## src/rtl/cordic_pkg.sv

```systemverilog
// Shared types and constants for the CORDIC sin/cos engine (angles in Q9.23 degrees).
// Holds the FSM state encoding, the CORDIC gain and the arctangent table.
package cordic_pkg;

    typedef enum logic [1:0] {ST_IDLE, ST_FOLD, ST_ITER, ST_DONE} state_t;

    localparam int IDX_W  = 5;
    localparam int K_Q230 = 652032874;
    localparam int DEG90  = 754974720;
    localparam int DEG180 = 1509949440;

    // round(atan(2^-i) in degrees * 2^23); indices past the table return 0
    function automatic logic [31:0] atan_deg(input logic [IDX_W-1:0] i);
        logic [31:0] v;
        case (i)
            5'd0:  v = 32'd377487360;
            5'd1:  v = 32'd222843801;
            5'd2:  v = 32'd117744544;
            5'd3:  v = 32'd59768969;
            5'd4:  v = 32'd30000467;
            5'd5:  v = 32'd15014858;
            5'd6:  v = 32'd7509261;
            5'd7:  v = 32'd3754860;
            5'd8:  v = 32'd1877459;
            5'd9:  v = 32'd938733;
            5'd10: v = 32'd469367;
            5'd11: v = 32'd234683;
            5'd12: v = 32'd117342;
            5'd13: v = 32'd58671;
            5'd14: v = 32'd29335;
            5'd15: v = 32'd14668;
            5'd16: v = 32'd7334;
            5'd17: v = 32'd3667;
            5'd18: v = 32'd1833;
            5'd19: v = 32'd917;
            5'd20: v = 32'd458;
            5'd21: v = 32'd229;
            5'd22: v = 32'd115;
            5'd23: v = 32'd57;
            5'd24: v = 32'd29;
            5'd25: v = 32'd14;
            5'd26: v = 32'd7;
            5'd27: v = 32'd4;
            5'd28: v = 32'd2;
            5'd29: v = 32'd1;
            default: v = 32'd0;
        endcase
        return v;
    endfunction

endpackage

```

## src/rtl/cordic_atan_rom.sv

```systemverilog
// Combinational arctangent lookup by iteration index; zero latency, no flow control.
module cordic_atan_rom
    import cordic_pkg::*;
#(
    parameter int AW = 32
) (
    input  logic [IDX_W-1:0] idx_i,
    output logic [AW-1:0]    atan_o
);

    assign atan_o = AW'(atan_deg(idx_i));

endmodule

```

## src/rtl/cordic_sincos.sv

```systemverilog
// Iterative rotation-mode CORDIC: angle (Q9.23 deg) -> cos/sin (Q2.30), one micro-rotation per clock.
// Latency: done pulses ITER+2 cycles after accept (2 on range error); start is ignored while not idle.
module cordic_sincos
    import cordic_pkg::*;
#(
    parameter int ITER = 24,
    parameter int AW   = 32,
    parameter int DW   = 32
) (
    input  logic                 clk,
    input  logic                 rst,
    input  logic                 start,
    input  logic signed [AW-1:0] angle,
    output logic                 busy,
    output logic                 done,
    output logic                 err,
    output logic signed [DW-1:0] cos_o,
    output logic signed [DW-1:0] sin_o
);

    localparam int XW = DW + 2;
    localparam int ZW = AW + 1;

    localparam logic signed [ZW-1:0] P90  = ZW'(DEG90);
    localparam logic signed [ZW-1:0] N90  = -P90;
    localparam logic signed [ZW-1:0] P180 = ZW'(DEG180);
    localparam logic signed [ZW-1:0] N180 = -P180;
    localparam logic signed [XW:0]   O_MAX = {{(XW-DW+2){1'b0}}, {(DW-1){1'b1}}};
    localparam logic signed [XW:0]   O_MIN = {{(XW-DW+2){1'b1}}, {(DW-1){1'b0}}};

    state_t                  state_q;
    logic signed [AW-1:0]    ang_q;
    logic signed [XW-1:0]    x_q, y_q, x_d, y_d, x_sh, y_sh;
    logic signed [ZW-1:0]    z_q, z_d, ang_z, fold_z, atan_z;
    logic [IDX_W-1:0]        cnt_q;
    logic                    neg_q, rng_q, fold_neg, fold_rng;
    logic                    busy_q, done_q, err_q;
    logic signed [DW-1:0]    cos_q, sin_q;
    logic signed [XW:0]      x_out, y_out;
    logic [AW-1:0]           atan_w;

    cordic_atan_rom #(.AW(AW)) u_rom (
        .idx_i  (cnt_q),
        .atan_o (atan_w)
    );

    function automatic logic signed [DW-1:0] sat(input logic signed [XW:0] v);
        if (v > O_MAX)      return O_MAX[DW-1:0];
        else if (v < O_MIN) return O_MIN[DW-1:0];
        else                return v[DW-1:0];
    endfunction

    assign ang_z  = {ang_q[AW-1], ang_q};
    assign atan_z = $signed({1'b0, atan_w});

    // Fold into [-90, 90]; a 180-degree rotation is undone by negating the result
    always_comb begin
        fold_rng = (ang_z > P180) || (ang_z < N180);
        fold_neg = 1'b0;
        fold_z   = ang_z;
        if (ang_z > P90) begin
            fold_z   = ang_z - P180;
            fold_neg = 1'b1;
        end else if (ang_z < N90) begin
            fold_z   = ang_z + P180;
            fold_neg = 1'b1;
        end
    end

    always_comb begin
        x_sh = x_q >>> cnt_q;
        y_sh = y_q >>> cnt_q;
        if (!z_q[ZW-1]) begin
            x_d = x_q - y_sh;
            y_d = y_q + x_sh;
            z_d = z_q - atan_z;
        end else begin
            x_d = x_q + y_sh;
            y_d = y_q - x_sh;
            z_d = z_q + atan_z;
        end
    end

    always_comb begin
        x_out = {x_q[XW-1], x_q};
        y_out = {y_q[XW-1], y_q};
        if (neg_q) begin
            x_out = -x_out;
            y_out = -y_out;
        end
    end

    always_ff @(posedge clk) begin
        if (rst) begin
            state_q <= ST_IDLE;
            ang_q   <= '0;
            x_q     <= '0;
            y_q     <= '0;
            z_q     <= '0;
            cnt_q   <= '0;
            neg_q   <= 1'b0;
            rng_q   <= 1'b0;
            busy_q  <= 1'b0;
            done_q  <= 1'b0;
            err_q   <= 1'b0;
            cos_q   <= '0;
            sin_q   <= '0;
        end else begin
            done_q <= 1'b0;
            case (state_q)
                ST_IDLE: begin
                    if (start) begin
                        ang_q   <= angle;
                        busy_q  <= 1'b1;
                        state_q <= ST_FOLD;
                    end
                end
                ST_FOLD: begin
                    x_q   <= XW'(K_Q230);
                    y_q   <= '0;
                    z_q   <= fold_z;
                    neg_q <= fold_neg;
                    rng_q <= fold_rng;
                    cnt_q <= '0;
                    if (fold_rng) begin
                        busy_q  <= 1'b0;
                        state_q <= ST_DONE;
                    end else begin
                        state_q <= ST_ITER;
                    end
                end
                ST_ITER: begin
                    x_q   <= x_d;
                    y_q   <= y_d;
                    z_q   <= z_d;
                    cnt_q <= cnt_q + IDX_W'(1);
                    if (cnt_q == IDX_W'(ITER - 1)) begin
                        busy_q  <= 1'b0;
                        state_q <= ST_DONE;
                    end
                end
                ST_DONE: begin
                    done_q  <= 1'b1;
                    err_q   <= rng_q;
                    cos_q   <= rng_q ? '0 : sat(x_out);
                    sin_q   <= rng_q ? '0 : sat(y_out);
                    state_q <= ST_IDLE;
                end
                default: state_q <= ST_IDLE;
            endcase
        end
    end

    assign busy  = busy_q;
    assign done  = done_q;
    assign err   = err_q;
    assign cos_o = cos_q;
    assign sin_o = sin_q;

endmodule
```

## config.mk

```make
export PLATFORM = sky130hd
export DESIGN_NAME = cordic_sincos
export DESIGN_NICKNAME = d
export VERILOG_FILES = /design/src/rtl/cordic_pkg.sv /design/src/rtl/cordic_atan_rom.sv /design/src/rtl/cordic_sincos.sv
export SDC_FILE = /design/constraint.sdc
export NUM_CORES = 1
export LEC_CHECK = 0
export BUFFER_PORTS_ARGS = -buffer_cell sky130_fd_sc_hd__buf_2
export CELL_PAD_IN_SITES_DETAIL_PLACEMENT = 1
export CELL_PAD_IN_SITES_GLOBAL_PLACEMENT = 2
export CORE_ASPECT_RATIO = 1.5
export CORE_MARGIN = 5
export CORE_UTILIZATION = 42
export CTS_CLUSTER_DIAMETER = 60
export DETAILED_ROUTE_END_ITERATION = 8
export PLACE_DENSITY_LB_ADDON = 0.1
export SLEW_MARGIN = 30
export SYNTH_ARGS = -nofsm -noshare
export SYNTH_HDL_FRONTEND = slang
export SYNTH_SLANG_ARGS = --single-unit
export TNS_END_PERCENT = 50
```

## constraint.sdc

```tcl
create_clock -name clk -period 12.1 [get_ports clk]
set_input_delay 1.815 -clock clk [delete_from_list [all_inputs] [get_ports clk]]
set_output_delay 1.815 -clock clk [all_outputs]
set_load 0.1 [all_outputs]
```

==> impl_summary.log, run 1 <==
INFO  metric status = complete, no violations
INFO  metric timing_worst_setup_path_type = flop to flop
INFO  metric power_share_of_the_clock_group = 0.158
INFO  metric ff_latch_area = ~4800 um^2
INFO  metric synth-seq-cells = 238
INFO  metric crit_buf_inv = 1
INFO  metric power.combinational.fraction = 0.658
INFO  metric min_period = just under 8 ns
INFO  metric finalHoldViolations = 0
INFO  metric postCtsHoldBufs = 0
INFO  metric use_met2 = 0.575
INFO  metric initial_utilization = 0.422
INFO  metric final_common_cell = nand2_1
INFO  metric ant_nets = 0
INFO  metric bufs_on_longest_clock_path = 3
INFO  metric layout_nets = 3001
INFO  metric powerDensity = 254 nW/um^2
INFO  metric tns = 0 ns
INFO  metric routed_wirelength = 97900 um
INFO  metric netSwitchingFraction = 0.512
INFO  metric detail_route.first_pass.iterations = 5
INFO  metric crit_path_max_incr_delay = 0.89 ns
INFO  metric dp.final_hpwl = 75600 um
INFO  metric tritoncts.num_buffers = 30
INFO  metric slew_headroom = 0.309
INFO  metric dpl_cell_area = 23600 um^2
INFO  metric multi_input_comb_area = ~17000 um^2
INFO  metric netlist_area = between 20000 and 25000 um^2
INFO  metric avgSynthCellArea = ~7.9 um^2
INFO  metric critical-path-top-delay-family = compound AO/OA/AOI/OAI gates
INFO  metric synth_fp_nets = between 3k and 4k
INFO  metric cp_max_fo = 68
INFO  metric num_vias = roughly 23k
INFO  metric antenna_cells = 0
INFO  metric preCtsSetupSlack = 4.44 ns
INFO  metric irDropWorstVdd = 0.165 mV
INFO  metric detail_route.iter0.violations = ~1.2k
INFO  metric core = around 55000 um^2
INFO  metric worst_slew_pin_slew = 1.01 ns
INFO  metric critPathSlowestCell = dfxtp_4
INFO  metric grt_pass1_vias = around 24k
INFO  metric grt_use_total = 0.313
INFO  metric floorplan.die.height = ~300 um
INFO  metric grtUsageMet3 = 0.0309
INFO  metric max_clock_freq = around 130 MHz
INFO  metric worst_setup_path_end_kind = flop
INFO  metric r2r_cells = 21
INFO  metric timing.critical_path.from_type = flop
INFO  metric via_count_normalized_by_instance_count = approximately 6.4
INFO  metric p_switching = between 0.003 and 0.004 W
INFO  metric cts.root.buffer_cell = clkbuf_16
INFO  metric port_buffers = a little over 100
INFO  metric worst_skew = around 0.05 ns
INFO  metric gr-max-usage-layer = met2
INFO  metric number_of_buffers_inserted_by_post_cts_setup_repair = 0
INFO  metric crit_cells = 21
INFO  metric antenna_found_initial = 0
INFO  metric r2r_setup_slack = between 4 and 5 ns
INFO  metric die_w = about 200 um
INFO  metric clk-insertion-delay-late = around 0.64 ns
INFO  metric final_min_period_over_clock_period = 0.645
INFO  metric total_power = around 0.0063 W
INFO  metric cts-htree-levels = 1
INFO  metric internal_power = 0.00306 W
INFO  metric timing.final.max_slew_violations = 0
INFO  metric critical_path.cell_chain = buf_4 -> nor2_1 -> a221oi_1 -> a221oi_1 -> a21oi_1 -> ha_1 -> nor3b_2 -> nand4b_1 -> o41ai_1 -> xor2_1 -> ha_1 -> a21o_1 -> a21o_1 -> a21o_1 -> a21oi_1 -> o21ai_0 -> a31oi_1 -> o21ai_0 -> o21ai_0 -> or3b_2 -> a32o_1
INFO  metric most-common-layout-cells = 306 x nand2_1, 279 x nor2_1, 247 x a21oi_1
INFO  metric syn-instance-count = about 2.9k
INFO  metric grt_setup_unrepaired = no
INFO  metric design.die.area = around 60000 um^2
INFO  metric wl_per_cell = ~28 um
INFO  metric setup-violations-final = 0
INFO  metric gr-usage-met1 = 0.320
INFO  metric synth-main-ff-cell = dfxtp_1
INFO  metric grt_pass1_wl = between 100000 and 150000 um
INFO  metric clock_sink_count = ~240
INFO  metric post_synthesis_cell_type_count = 99
INFO  metric io-pin-count = about 100
INFO  metric crit-reg2reg-capture = y_q[28]
INFO  metric overflow = 0
INFO  metric timing.max_cap.violations = 0
INFO  metric timing.critical_path.to = y_q[28]
INFO  metric cts_tree = done
INFO  metric worstHoldPathType = flop to flop
INFO  metric synth_warnings = 0
INFO  metric post_synth_edffs = 0
INFO  metric seq_power_share = 0.184
INFO  metric finalWeightedCongestion = about 0.96
INFO  metric postLayoutSetupSlackWorst = 4.30 ns
INFO  metric post-route-drc-count = 0
INFO  metric hold_ws = between 0.4 and 0.5 ns
INFO  metric crit_required = about 13 ns
INFO  metric regToRegStartpoint = cnt_q[1]
INFO  metric asyncSetResetFlopFracSynth = 0
INFO  metric stdcell_area = between 20000 and 25000 um^2
INFO  metric critPathLaunch = cnt_q[1]
INFO  metric nFillCells = roughly 6.6k
INFO  metric share_of_post_route_cells_with_drive_strength_above_1 = 0.127
INFO  metric grt_start_max_net_pins = slightly below 80
INFO  metric area_added_between_synthesis_and_finish = 7.39%
INFO  metric timing.critical_path.arrival = a little over 8 ns
INFO  metric cts_repair_resized_insts = 0
INFO  metric cts.clk_slew.worst_paths = roughly 0.060 ns
INFO  metric floorplan.rows = 105
INFO  metric power.leakage = between 9 and 10 nW
INFO  metric yosysSeqAreaShare = 0.207
## worst min-delay path: stages, from the launching register on
cell and delay, ns:
dfxtp_1 0.32, nand2_1 0.05, o21ai_0 0.06
## power groups by stage
stage | combinational (W) | clock (W) | sequential [W]
floorplan | 0.00307 | 0 | 0.00107
global placement | 0.00400 | 0 | 0.00116
detailed placement | 0.00410 | 0 | 0.00117
CTS | 0.00413 | 0.00101 | 0.00115
global route | 0.00449 | 0.00105 | 0.00116
finish | 0.00413 | 0.000990 | 0.00115
## how the worst min path moves through the flow
stage          startpoint       end  slack [ns]  cells after the start
5_1_grt          ang_q[2]  ang_q[2]        0.51                      2
4_1_cts          cos_o[1]  cos_o[1]        0.47                      2
6_report         cos_o[0]  cos_o[0]        0.47                      2
3_5_place_dp     cos_o[1]  cos_o[1]        0.46                      2
3_3_place_gp     cos_o[0]  cos_o[0]        0.44                      2
2_1_floorplan     z_q[25]   z_q[25]        0.43                      2
## cells in the mapped netlist, types with 26 or more instances
cell,instances,area share
mux4_2,81,0.079
clkbuf_1,151,0.025
a21oi_1,247,0.054
a21o_1,51,0.017
o211ai_1,65,0.021
xor2_1,126,0.048
nand2_1,307,0.050
mux2_2,28,0.014
nand2b_1,30,0.0082
inv_1,57,0.0093
o21ai_0,145,0.032
a22oi_1,44,0.014
nor2_1,283,0.046
xnor2_1,110,0.042
buf_2,31,0.0067
nand3_1,40,0.0087
ha_1,123,0.067
mux2i_1,91,0.040
nor3_1,52,0.011
a31oi_1,38,0.010
and3_1,26,0.0071
a211oi_1,73,0.024
dfxtp_1,238,0.21
## cells by family (layout without fill, tap and decap cells)
group                    count (synthesis)  in the layout  share of synthesized area
buffers and inverters                  303            264                     0.0600
adder cells (fa/ha/maj)                126            126                     0.0695
AND/OR/NAND/NOR                        914            914                      0.187
flip-flops                             238            238                      0.207
AO/OA/AOI/OAI                          883            883                      0.251
multiplexers                           202            202                      0.134
XOR/XNOR                               237            237                     0.0905
## layout make-up
type,count,area share
tap,695,0.0352
clock buffer,38,0.0328
multi-input combinational,2362,0.684
sequential,238,0.193
clock inverter,18,0.0105
timing repair buffer,143,0.0343
inverter,65,0.00987
## metrics by stage
step,std cells,utilization
detailed placement,3503,0.434
global route,3559,0.453
floorplan,2903,-
finish,3559,0.453
CTS,3559,0.453
global placement,3502,0.433
## registers in the layout, indices dropped and copies added, names as in the netlist
name          count
ang_q            32
busy              1
cnt_q             5
cos_o            32
done              1
err               1
neg_q             1
rng_q             1
sin_o            32
state_q           2
u_rom.atan_o     29
x_q              34
y_q              34
z_q              33
## layer usage
metal / routed length [um] / part of all wire
met1: 34100 / 0.35
met2: 50300 / 0.51
met3: 3850 / 0.039
met4: 9680 / 0.099
met5: 0 / 0
No activity file was read; power rests on OpenSTA's default activity.
==> run 2: changes to the inputs <==
Settings changed: ABC_AREA from default to 1, CORE_UTILIZATION 42 to 31.
Clock period 12.1 ns to 6.5 ns, I/O delays scaled along.
==> impl_summary.log, run 2 <==
INFO  metric post_synth_edffs = 0 (unchanged)
INFO  metric timing.critical_path.from_type = flop (unchanged)
INFO  metric core = 72500 um^2 (was 54500 um^2)
INFO  metric clk-insertion-delay-late = 0.62 ns (was 0.64 ns)
INFO  metric finalHoldViolations = 0 (unchanged)
INFO  metric r2r_cells = 26 (was 21)
INFO  metric detail_route.first_pass.iterations = 5 (unchanged)
INFO  metric worst_slew_pin_slew = 0.982 ns (was 1.01 ns)
INFO  metric grt_pass1_vias = 27.1k (was 23.8k)
INFO  metric floorplan.rows = 121 (was 105)
INFO  metric placedCellCount = 4671 (was 3503)
INFO  metric detail_route.iter0.violations = 1343 (was 1195)
INFO  metric cts_repair_resized_insts = 0 (unchanged)
INFO  metric floorplan.die.height = 341 um (was 297 um)
INFO  metric yosysSeqAreaShare = 0.210 (was 0.207)
INFO  metric num_vias = 25.9k (was 22.9k)
INFO  metric post_synth_top_cells = 980 x nand2_1, 474 x nand3_1, 343 x nor2_1 (was 307 x nand2_1, 283 x nor2_1, 247 x a21oi_1)
INFO  metric postLayoutSetupSlackWorst = 0.963 ns (was 4.30 ns)
INFO  metric post_synthesis_cell_type_count = 59 (was 99)
INFO  metric avgSynthCellArea = 5.99 um^2 (was 7.93 um^2)
INFO  metric setup-violations-final = 0 (unchanged)
INFO  metric critPathLaunch = cnt_q[1] (unchanged)
INFO  metric crit-reg2reg-capture = x_q[27] (was y_q[28])
INFO  metric max_clock_freq = 181 MHz (was 128 MHz)
INFO  metric cts.clk_slew.worst_paths = 0.06 ns (about the same)
INFO  metric routed_wirelength = 104000 um (was 97900 um)
INFO  metric synth-seq-cells = 238 (unchanged)
INFO  metric area_contributors_post_synth = dfxtp_1 21%, nand2_1 16%, nand3_1 10%, a21oi_1 7.1%, ha_1 6.8% (was dfxtp_1 21%, mux4_2 7.9%, ha_1 6.7%, a21oi_1 5.4%, nand2_1 5.0%)
INFO  metric grt_setup_unrepaired = no (unchanged)
INFO  metric worst_skew = 0.0223 ns (was 0.0500 ns)
INFO  metric bufs_on_longest_clock_path = 3 (unchanged)
INFO  metric total_power = 0.0150 W (was 0.00627 W)
INFO  metric r2r_setup_slack = 0.96 ns (was 4.30 ns)
INFO  metric final_common_cell = nand2_1 (unchanged)
INFO  metric netlist.top_cell.by_area = dfxtp_1 (unchanged)
INFO  metric io-pin-count = 102 (unchanged)
INFO  metric port_buffers = 101 (unchanged)
INFO  metric wl_per_cell = 21.9 um (was 27.5 um)
INFO  metric finalWeightedCongestion = 0.907 (was 0.956)
INFO  metric status = complete, no violations (unchanged)
INFO  metric grt_start_max_net_pins = 74 (was 79)
INFO  metric postCtsHoldBufs = 0 (unchanged)
INFO  metric cp_max_fo = 50 (was 68)
INFO  metric cts.root.buffer_cell = clkbuf_16 (unchanged)
INFO  metric timing.max_cap.violations = 0 (unchanged)
INFO  metric initial_utilization = 0.313 (was 0.422)
INFO  metric via_count_normalized_by_instance_count = 5.48 (was 6.44)
INFO  metric share_of_post_route_cells_with_drive_strength_above_1 = 0.0867 (was 0.127)
INFO  metric cts-htree-levels = 1 (unchanged)
INFO  metric synth-main-ff-cell = dfxtp_1 (unchanged)
INFO  metric post-route-drc-count = 0 (unchanged)
INFO  metric irDropWorstVdd = 0.278 mV (was 0.165 mV)
INFO  metric ant_nets = 0 (unchanged)
INFO  metric antenna_cells = 0 (unchanged)
INFO  metric powerDensity = 600 nW/um^2 (was 254 nW/um^2)
INFO  metric fin_cells = 4728 (was 3559)
INFO  metric tns = 0 ns (unchanged)
INFO  metric synth_top_area_share = 0.210 (was 0.207)
INFO  metric timing.final.max_slew_violations = 0 (unchanged)
INFO  metric die_w = 231 um (was 201 um)
INFO  metric synth_most_common_cell = nand2_1 (unchanged)
INFO  metric nFillCells = 9660 (was 6597)
INFO  metric clock_sink_count = 238 (unchanged)
INFO  metric hold_ws = 0.462 ns (was 0.468 ns)
INFO  metric cts_tree = done (unchanged)
INFO  metric timing_worst_setup_path_type = flop to flop (unchanged)
INFO  metric final_min_period_over_clock_period = 0.852 (was 0.645)
INFO  metric design.die.area = 78700 um^2 (was 59700 um^2)
INFO  metric timing.critical_path.to = x_q[27] (was y_q[28])
INFO  metric largestRegisters = x_q: 34 flops, y_q: 34 flops, z_q: 33 flops (unchanged)
INFO  metric power.leakage = 12.2 nW (was 9.84 nW)
INFO  metric min_period = 5.54 ns (was 7.80 ns)
INFO  metric slew_headroom = 0.346 (was 0.309)
INFO  metric number_of_buffers_inserted_by_post_cts_setup_repair = 0 (unchanged)
INFO  metric timing.critical_path.arrival = 6.00 ns (was 8.29 ns)
INFO  metric regToRegStartpoint = cnt_q[1] (unchanged)
INFO  metric tritoncts.num_buffers = 31 (was 30)
INFO  metric grt_pass1_wl = 157000 um (was 146000 um)
INFO  metric dp.final_hpwl = 80300 um (was 75600 um)
INFO  metric grt_use_total = 0.252 (was 0.313)
INFO  metric worstHoldPathType = flop to flop (unchanged)
INFO  metric synth_warnings = 0 (unchanged)
INFO  metric overflow = 0 (unchanged)
INFO  metric area_added_between_synthesis_and_finish = 10.3% (was 7.39%)
INFO  metric most-common-layout-cells = 978 x nand2_1, 473 x nand3_1, 342 x nor2_1 (was 306 x nand2_1, 279 x nor2_1, 247 x a21oi_1)
INFO  metric antenna_found_initial = 1 (was 0)
INFO  metric netlist_area = 22700 um^2 (was 23000 um^2)
INFO  metric preCtsSetupSlack = 0.984 ns (was 4.44 ns)
INFO  metric asyncSetResetFlopFracSynth = 0 (unchanged)
INFO  metric worst_setup_path_end_kind = flop (unchanged)
INFO  metric syn-instance-count = 3782 (was 2903)
INFO  metric synth_fp_nets = 3943 (was 3064)
INFO  metric layout_nets = 3943 (was 3001)
INFO  metric crit_required = 6.97 ns (was 12.59 ns)
==> run 2: changes by cell type after synthesis, sizes merged, moves of 36 or more <==
cell    previous run  this run
a22oi             44         1
inv               61       325
a31oi             39        83
o21ai            152       253
mux2i             91         0
a21oi            247       323
mux4              82         0
a211oi            74         8
nand3             42       487
nor2             283       361
nand2            307      1008
o211ai            65        29
xnor2            111        60
clkbuf           153       107
==> run 2: worst min-delay path by stage <==
stage / cells past startpoint / from / to / slack [ns]
after global routing: 2 / busy / busy / 0.48
after floorplan: 2 / ang_q[4] / ang_q[4] / 0.44
after CTS: 2 / busy / busy / 0.47
after detailed placement: 2 / busy / busy / 0.46
after global placement: 2 / busy / busy / 0.45
final: 2 / busy / busy / 0.46
==> run 2: kinds of logic after synthesis <==
logic type | Yosys count | synth area share
flops | 238 | 0.210
fa+ha+maj | 126 | 0.0706
buf+inv | 510 | 0.0899
compound gates | 764 | 0.188
simple gates | 1985 | 0.380
xor+xnor | 159 | 0.0614
==> run 2: stage by stage <==
stage	cell area [um^2]	util
floorplan	22700	-
global placement	23900	0.330
detailed placement	23900	0.330
CTS	25000	0.345
global route	25000	0.345
finish	25000	0.345
==> run 2: power by group <==
group          leakage (nW)  switching [W]  total (W)  internal [W]
registers              1.94       0.000478    0.00227       0.00179
clock network         0.528       0.000740    0.00180       0.00106
logic                  9.75        0.00763     0.0109       0.00331
total                  12.2        0.00885     0.0150       0.00616
==> run 2: worst max-delay path, cell delays in order (launching register included) <==
cell and delay (ns):
dfxtp_2 0.33, clkinv_2 0.59, nand3_1 0.50, nand3_1 0.12
nand3_1 0.14, nand2_1 0.09, nand2_1 0.09, nand2_2 0.12
nor4_1 0.37, nand4_1 0.21, nor2_2 0.28, nor2_1 0.09
xnor2_1 0.17, inv_1 0.09, ha_1 0.34, a21oi_1 0.21
o21ai_0 0.13, a21oi_1 0.21, nand2_1 0.10, a21oi_1 0.26
o21ai_0 0.18, nand2_1 0.09, nand2_1 0.08, a21o_1 0.17
or2_2 0.27, nand2_1 0.07, a21oi_1 0.06
==> run 2: layer usage <==
layer | wire (um) | track usage | share of wire | up-vias
met2 | 54400 | 0.486 | 0.53 | 506
met1 | 41200 | 0.278 | 0.40 | 12600
met4 | 5160 | 0.112 | 0.050 | 2
li1 | - | - | - | 12600
met3 | 2860 | 0.0197 | 0.028 | 212
met5 | 20 | 0 | 0.00019 | -
==> run 2: final cells by class <==
cell class,instances,area (um^2),share of cell area
Multi-Input combinational cell,3034,15900,0.635
Timing Repair Buffer,152,907,0.0363
Tap cell,922,1150,0.0461
Sequential cell,238,4770,0.191
Inverter,325,1220,0.0489
Clock buffer,45,918,0.0367
Clock inverter,12,144,0.00576
